$ cat config.mk
export PLATFORM = sky130hd
export DESIGN_NAME = uart_tx_framer
export DESIGN_NICKNAME = d
export VERILOG_FILES = /design/src/rtl/uart_pkg.sv /design/src/rtl/uart_tx_framer_hold_buffer.sv /design/src/rtl/uart_tx_framer.sv
export SDC_FILE = /design/constraint.sdc
export NUM_CORES = 1
export LEC_CHECK = 0
export ABC_AREA = 1
export CAP_MARGIN = 10
export CELL_PAD_IN_SITES_DETAIL_PLACEMENT = 1
export CELL_PAD_IN_SITES_GLOBAL_PLACEMENT = 2
export CORE_AREA = 5 5 65 72
export CTS_CLUSTER_DIAMETER = 30
export DETAILED_ROUTE_END_ITERATION = 10
export DIE_AREA = 0 0 70 77
export PLACE_DENSITY = 0.76
export SLEW_MARGIN = 10
export SYNTH_ARGS = -nofsm -noshare
export SYNTH_HDL_FRONTEND = slang
export SYNTH_SLANG_ARGS = --single-unit
$ cat constraint.sdc
create_clock -name clk -period 3.2 [get_ports clk]
set_input_delay 0.48 -clock clk [delete_from_list [all_inputs] [get_ports clk]]
set_output_delay 0.48 -clock clk [all_outputs]
set_load 0.02 [all_outputs]
$ cat src/rtl/uart_pkg.sv
// Shared UART definitions: line-state encoding, frame defaults and the
// parity helper, kept here so the receiver can use the same encoding.
package uart_pkg;

  localparam int UART_DATA_BITS_DEFAULT = 8;
  localparam int UART_STOP_BITS_DEFAULT = 1;

  typedef enum logic [2:0] {
    ST_IDLE,
    ST_START,
    ST_DATA,
    ST_PARITY,
    ST_STOP
  } uart_state_e;

  // XOR of the low data_bits bits of data, inverted for odd parity.
  function automatic logic uart_parity(input logic [7:0] data, input int data_bits,
                                       input logic odd);
    logic p;
    p = odd;
    for (int i = 0; i < 8; i++) begin
      if (i < data_bits) begin
        p = p ^ data[i];
      end
    end
    return p;
  endfunction

endpackage

$ cat src/rtl/uart_tx_framer_hold_buffer.sv
// One-entry holding register in front of the transmit shifter. Lets one
// byte wait while the previous frame is still going out on the line.
module tx_hold_buffer (
  input  logic       clk,
  input  logic       reset,
  input  logic [7:0] i_data,
  input  logic       i_valid,
  output logic       o_ready,
  input  logic       i_pop,
  output logic       o_hold_valid,
  output logic [7:0] o_hold_data
);

  logic       r_hold_valid;
  logic [7:0] r_hold_data;
  logic       w_push;

  // Accept only into an empty slot, so data changes without a handshake are ignored.
  assign w_push = i_valid && !r_hold_valid;

  // Capture on handshake; release when the framer loads the byte.
  always_ff @(posedge clk or negedge reset) begin
    if (!reset) begin
      r_hold_valid <= 1'b0;
      r_hold_data  <= 8'h00;
    end else if (w_push) begin
      r_hold_valid <= 1'b1;
      r_hold_data  <= i_data;
    end else if (i_pop) begin
      r_hold_valid <= 1'b0;
    end
  end

  assign o_ready      = !r_hold_valid;
  assign o_hold_valid = r_hold_valid;
  assign o_hold_data  = r_hold_data;

endmodule

$ cat src/rtl/uart_tx_framer.sv
// UART transmit framer: start bit, DATA_BITS data bits LSB first, optional
// parity, STOP_BITS stop bits. Every bit boundary falls on a baud_clk strobe
// supplied by an external baud generator.
module uart_tx_framer
  import uart_pkg::*;
#(
  parameter int DATA_BITS  = UART_DATA_BITS_DEFAULT,
  parameter int PARITY_EN  = 0,
  parameter int PARITY_ODD = 0,
  parameter int STOP_BITS  = UART_STOP_BITS_DEFAULT
) (
  input  logic       clk,
  input  logic       reset,
  input  logic       baud_clk,
  input  logic [7:0] tx_data,
  input  logic       tx_valid,
  output logic       tx_ready,
  output logic       serial_out,
  output logic       busy
);

  localparam logic [2:0] LAST_BIT  = 3'(DATA_BITS - 1);
  localparam logic       LAST_STOP = 1'(STOP_BITS - 1);

  uart_state_e r_state;
  logic [7:0]  r_shift;
  logic [2:0]  r_bit_cnt;
  logic        r_stop_cnt;
  logic        r_parity;
  logic        r_serial;

  logic        w_hold_valid;
  logic [7:0]  w_hold_data;
  logic        w_frame_end;
  logic        w_pop;

  // Last baud period of the final stop bit: the point where a queued byte
  // can follow without an idle gap.
  assign w_frame_end = (r_state == ST_STOP) && (r_stop_cnt == LAST_STOP);

  // A queued byte is taken only on a strobe, from IDLE or at frame end.
  assign w_pop = baud_clk && w_hold_valid && ((r_state == ST_IDLE) || w_frame_end);

  tx_hold_buffer u_hold (
    .clk          (clk),
    .reset        (reset),
    .i_data       (tx_data),
    .i_valid      (tx_valid),
    .o_ready      (tx_ready),
    .i_pop        (w_pop),
    .o_hold_valid (w_hold_valid),
    .o_hold_data  (w_hold_data)
  );

  // Frame sequencer: advances only on baud strobes; the line is registered here.
  always_ff @(posedge clk or negedge reset) begin
    if (!reset) begin
      r_state    <= ST_IDLE;
      r_serial   <= 1'b1;
      r_shift    <= 8'h00;
      r_bit_cnt  <= 3'd0;
      r_stop_cnt <= 1'b0;
      r_parity   <= 1'b0;
    end else if (baud_clk) begin
      case (r_state)
        ST_IDLE: begin
          if (w_pop) begin
            r_shift  <= w_hold_data;
            r_parity <= uart_parity(w_hold_data, DATA_BITS, PARITY_ODD != 0);
            r_serial <= 1'b0;
            r_state  <= ST_START;
          end
        end
        ST_START: begin
          r_serial  <= r_shift[0];
          r_shift   <= {1'b0, r_shift[7:1]};
          r_bit_cnt <= 3'd0;
          r_state   <= ST_DATA;
        end
        ST_DATA: begin
          if (r_bit_cnt == LAST_BIT) begin
            if (PARITY_EN != 0) begin
              r_serial <= r_parity;
              r_state  <= ST_PARITY;
            end else begin
              r_serial   <= 1'b1;
              r_stop_cnt <= 1'b0;
              r_state    <= ST_STOP;
            end
          end else begin
            r_serial  <= r_shift[0];
            r_shift   <= {1'b0, r_shift[7:1]};
            r_bit_cnt <= r_bit_cnt + 3'd1;
          end
        end
        ST_PARITY: begin
          r_serial   <= 1'b1;
          r_stop_cnt <= 1'b0;
          r_state    <= ST_STOP;
        end
        ST_STOP: begin
          if (w_frame_end) begin
            if (w_hold_valid) begin
              r_shift  <= w_hold_data;
              r_parity <= uart_parity(w_hold_data, DATA_BITS, PARITY_ODD != 0);
              r_serial <= 1'b0;
              r_state  <= ST_START;
            end else begin
              r_serial <= 1'b1;
              r_state  <= ST_IDLE;
            end
          end else begin
            r_stop_cnt <= r_stop_cnt + 1'b1;
          end
        end
        default: begin
          r_serial <= 1'b1;
          r_state  <= ST_IDLE;
        end
      endcase
    end
  end

  assign serial_out = r_serial;
  assign busy       = (r_state != ST_IDLE);

endmodule

Yosys cells after proc, flatten, opt, wreduce, memory -nomap -nowiden
Index checks and enable logic that the tools add are counted.
{"block": "word_totals", "ff_bits": 25, "wordCells": 59}
{"block": "classes", "bitwise": 1, "n_addsub": 2, "muxes": 21, "n_eq_ne": 11, "reduce_logical": 17}
{"op": "8-bit two-way mux", "n": 4}
{"op": "8-bit one-hot mux with 4 select lines", "n": 1}
{"op": "3-bit one-hot mux with 5 select lines", "n": 1}
{"op": "3-bit two-way mux", "n": 4}
{"op": "1-bit two-way mux", "n": 8}
{"op": "2-bit != test (second input constant)", "n": 4}
{"op": "4-bit AND reduction", "n": 2}
{"op": "3-bit by 2-bit == test with 1-bit output (second input constant)", "n": 2}
{"op": "3-bit == test (second input constant)", "n": 2}
{"op": "3-bit one-hot mux with 2 select lines", "n": 1}
{"op": "3-bit AND reduction", "n": 2}
{"op": "6-bit AND reduction", "n": 1}
{"op": "3-bit nonzero test", "n": 2}
{"op": "1-bit logical AND", "n": 4}
{"op": "2-bit by 1-bit != test with 1-bit output (second input constant)", "n": 2}
{"op": "1-bit one-hot mux with 4 select lines", "n": 1}
{"op": "2-bit nonzero test", "n": 2}
{"op": "4-bit nonzero test", "n": 1}
{"op": "3-bit by 1-bit adder with 3-bit output (second input constant)", "n": 1}
{"op": "3-bit by 1-bit == test with 1-bit output (second input constant)", "n": 1}
{"op": "3-bit logical NOT", "n": 1}
{"op": "1-bit one-hot mux with 3 select lines", "n": 1}
{"op": "1-bit adder (second input constant)", "n": 1}
{"op": "1-bit logical NOT", "n": 1}
{"op": "other kinds (2)", "n": 2}

Longest topological paths before layout
{"block": "logic_depth", "depth_word": 6, "ltp_mapped": 8, "mapped_depth_nobuf": 8}

By module
From an unflattened synthesis, not the netlist that was laid out.
{"block": "hier_totals", "cells_unflattened": 175, "area_unflattened_um2": 1385.1}
{"mod": "uart_tx_framer", "area_per_inst_um2": 1013.5, "cells_per_inst": 137, "instances": 1}
{"mod": "tx_hold_buffer", "area_per_inst_um2": 371.6, "cells_per_inst": 38, "instances": 1}

Worst setup path after synthesis
OpenSTA, ideal clock, no wires.
{"block": "synth_timing", "kind": "register -> register", "startpoint": "reg r_bit_cnt[0]", "endpoint": "reg r_shift[0]", "stages_incl_launch_ff": 9, "required_time_ps": 3083, "slack_ps": 1766, "t_arrival_ps": 1318, "setup_time_ps": 117, "path_buffers": 0, "cell_sequence": "dfrtp_1 > ha_1 > ha_1 > inv_1 > nor2_8 > nor2_8 > nand3_4 > nand2_1 > nand2_1"}
{"block": "synth_between", "elab_chain_cells": 3}
{"element": "start, declared", "line": "uart_tx_framer.sv:27", "source": "logic [2:0] r_bit_cnt;"}
{"element": "start signal, assigned", "line": "uart_tx_framer.sv:93", "source": "r_bit_cnt <= r_bit_cnt + 3'd1;"}
{"element": "3-bit == test", "line": "uart_tx_framer.sv:81", "source": "if (r_bit_cnt == LAST_BIT) begin"}
{"element": "2-bit != test (no source line)"}
{"element": "6-bit AND reduction (no source line)"}
{"element": "end signal, assigned", "line": "uart_tx_framer.sv:76", "source": "r_shift <= {1'b0, r_shift[7:1]};"}
{"element": "end signal, assigned", "line": "uart_tx_framer.sv:92", "source": "r_shift <= {1'b0, r_shift[7:1]};"}
{"element": "end signal, assigned", "line": "uart_tx_framer.sv:104", "source": "r_shift <= w_hold_data;"}
{"element": "end, declared", "line": "uart_tx_framer.sv:26", "source": "logic [7:0] r_shift;"}
Every way passes these cells.
A chain may end at the register's enable or synchronous reset.

Final worst setup path
{"block": "layout_timing", "startpoint": "reg r_state[1]", "endpoint": "out busy"}
{"block": "layout_between", "elab_chain_cells": 1}
{"element": "start, declared", "line": "uart_tx_framer.sv:25", "source": "uart_state_e r_state;"}
{"element": "start signal, assigned", "line": "uart_tx_framer.sv:58", "source": "r_state <= ST_IDLE;"}
{"element": "start signal, assigned", "line": "uart_tx_framer.sv:71", "source": "r_state <= ST_START;"}
{"element": "start signal, assigned", "line": "uart_tx_framer.sv:78", "source": "r_state <= ST_DATA;"}
{"element": "3-bit nonzero test", "line": "uart_tx_framer.sv:125", "source": "assign busy = (r_state != ST_IDLE);"}
{"element": "end, declared", "line": "uart_tx_framer.sv:19", "source": "output logic busy"}
Every way passes these cells.

==> impl_metrics.py <==
metrics = {
    "clock_tree": {
        "cts-resized-gates": 0,
        "path_clk_slew_ps": 90,
        "cts_root_buffer": "clkbuf_8",
        "worst_skew_pair.late_latency_ps": 270,
        "cts_tree": "yes",
        "cts_made_buffers": 3,
        "htreeDepth": 1,
        "postCtsSetupRepairBufs": 0,
        "cts_sinks": 25,
        "clk_path_buf_depth": 2,
        "ctsHoldBuffers": 0,
    },
    "synth": {
        "syn_area_per_cell_sq_um": 9.07,
        "yosys_warnings": 0,
        "synthAdderAreaFrac_pct": 1.88,
        "synth_cells": 147,
        "netlist_area_sq_mm": 0.00133,
        "yosysMostFrequentCell": "nand2_1",
        "synth_simple_gate_area_share_pct": 37.4,
        "synth_xor_area_share_pct": 0,
        "synth_area_leaders": "dfrtp_1 (45%), nand2_1 (14%), nand3_1 (7.1%)",
        "ys_ff_latch": 25,
        "synth_edf_count": 0,
        "synth-seq-area-share_pct": 47.0,
        "synth_cell_types": 20,
        "syn_nets": 161,
        "synth_top_family_by_area": "simple AND/OR/NAND/NOR gates",
        "synth_async_sr_flop_share_pct": 100,
        "synth_compound_area_share_pct": 3.75,
        "ys.flop_type": "dfrtp_1",
        "synth.area.mux_share_pct": 5.91,
        "synth.largest_area_cell": "dfrtp_1",
        "synth_top_area_share_pct": 45.0,
        "synthTopCellsByCount": "nand2_1 (49), dfrtp_1 (24), nand3_1 (19)",
    },
    "global_route": {
        "grt_pass1_wl_um": 5530,
        "use_met1_pct": 16.1,
        "grt-ovfl-total": 0,
        "track_usage_pct": 12.5,
        "grt_max_degree": 26,
        "busiest_layer": "met2",
        "use_met3_pct": 2.61,
        "grt_pass1_vias": 1181,
        "antenna_found_initial": 0,
        "use_met2_pct": 21.4,
    },
    "drt": {
        "wire_per_inst_um": 13.7,
        "drcViolationCount": 0,
        "drtIter0Drc": 51,
        "num_vias": 1029,
        "drt-pass1-iter-count": 4,
        "detail_route.wirelength_um": 3000,
        "avgViaCountPerCell": 4.72,
        "ant_nets": 0,
    },
    "outcome": {
        "outcome": "finished clean",
    },
    "die": {
        "core_sq_mm": 0.00390,
        "row_count": 24,
        "die_height_um": 77,
        "io_pins": 15,
        "start_util_pct": 34.2,
        "design.die.area_sq_mm": 0.00539,
        "die_w_um": 70,
    },
    "sta": {
        "setup_viol": 0,
        "rsz0062_at_grt": "no",
        "setup-tns-final_ps": 0,
        "fin_worst_skew_ps": 4.25,
        "fmax_ghz": 0.466,
        "hold_viol": 0,
        "min_period_ps": 2150,
        "post-route-period-util_pct": 67.1,
        "slew_viol_final": 0,
        "slew_headroom_pct": 67.5,
        "max_slew.worst_pin.slew_ps": 486,
    },
    "worst_setup_path": {
        "worstSetupStartpointType": "flop",
        "cpLargestDelayFamily": "buffers and inverters",
        "critPathMaxStageDelay_ps": 550,
        "path_cells": "nor2_4 -> nand2_1 -> clkdlybuf4s50_1",
        "end_kind": "output port",
        "required_ps": 2720,
        "crit_buf_inv": 1,
        "worstPathArrival_ps": 1670,
        "path_max_fanout": 6,
        "crit_type": "flop to output port",
        "cp_slowest_cell": "clkdlybuf4s50_1",
    },
    "final_layout": {
        "drive_above_1_share_pct": 17.5,
        "n_antenna_cell": 0,
        "area_delta_synth_final_pct": 19.6,
        "final_nets": 181,
        "stdcell_count": 218,
    },
    "pwr": {
        "powerDensity_mw_per_mm2": 928,
        "peakVddDrop_v": 0.000225,
        "finalPower_mw": 1.48,
        "p_leak_nw": 0.787,
    },
    "min_path": {
        "hold_class": "flop to flop",
    },
    "place": {
        "numPortBuffers": 14,
        "routabilityCongestion": 0.768,
        "hpwlAfterDp_um": 2270,
        "placed_cells": 214,
    },
    "job": {
        "drv_cap": 0,
    },
}
## layout make-up
cell class / instances / area (sq um)
clock inverter: 1 / 7.51
tap: 52 / 65.1
clock buffer: 3 / 41.3
inverter: 14 / 53.8
fill: 471 / 2310
sequential: 25 / 627
multi-input combinational: 108 / 653
timing repair buffer: 15 / 148
## state kept, by name (all words and copies together), names as in the netlist
name	cells
r_bit_cnt	3
serial_out	1
r_state	3
r_shift	8
u_hold.o_hold_data	8
r_stop_cnt	1
u_hold.o_hold_valid	1
## cell families after synthesis
group	count (synthesis)
flip-flops	25
AO/OA/AOI/OAI	10
AND/OR/NAND/NOR	89
buffers and inverters	14
adder cells (fa/ha/maj)	2
multiplexers	7
## power by group
group          leakage [nW]  switching, mW  internal [mW]
Clock                0.0217          0.104         0.0882
Combinational         0.455          0.455          0.273
Sequential            0.311          0.106          0.454
Total                 0.787          0.665          0.815
## worst paths after layout
path / depth (start not counted) / slack, ps / startpoint / to
setup / recovery: 3 / 1050 / r_state[1] / busy
hold / removal: 2 / 480 / serial_out / serial_out
setup reg to reg: 8 / 1570 / r_bit_cnt[0] / r_shift[3]
hold reg to reg: 2 / 480 / serial_out / serial_out
max in group asynchronous: 2 / 2330 / reset / serial_out
min in group asynchronous: 2 / 580 / reset / r_state[1]
## layer usage
metal / routed length [um] / vias up / part of all wire [%]
met1: 1440 / 509 / 48
met3: 79 / 2 / 2.6
met4: 14 / 0 / 0.47
li1: - / 510 / -
met5: 0 / - / 0
met2: 1470 / 8 / 49
## worst reg2reg max path, cell delays in order, from the launching register on
cell     delay [ps]
dfrtp_1         410
ha_1            210
ha_1            170
inv_1           180
nor2_8           80
nor2_8          170
nand3_4         150
nand2_1          90
nand2_1          60
## through the flow
stage / utilization (%) / hold WS, ps / instance area [sq um] / setup WS, ps
6_report: 40.9 / 476 / 1600 / 1050
5_1_grt: 40.9 / 509 / 1600 / 973
4_1_cts: 40.9 / 483 / 1600 / 1030
3_5_place_dp: 39.6 / 465 / 1550 / 1250
3_3_place_gp: 39.6 / 457 / 1550 / 1280
2_1_floorplan: - / 184 / 1330 / 1770
## placed cells by master, fill, tap and decap left out, types with 4 or more instances in the layout
master	Yosys	layout
o21ai_1	8	8
inv_1	8	8
dfrtp_1	24	24
nand3_1	19	19
mux2_1	7	7
clkdlybuf4s50_1	0	14
inv_2	4	4
nand2_1	49	49
(Power assumes the default switching activity.)
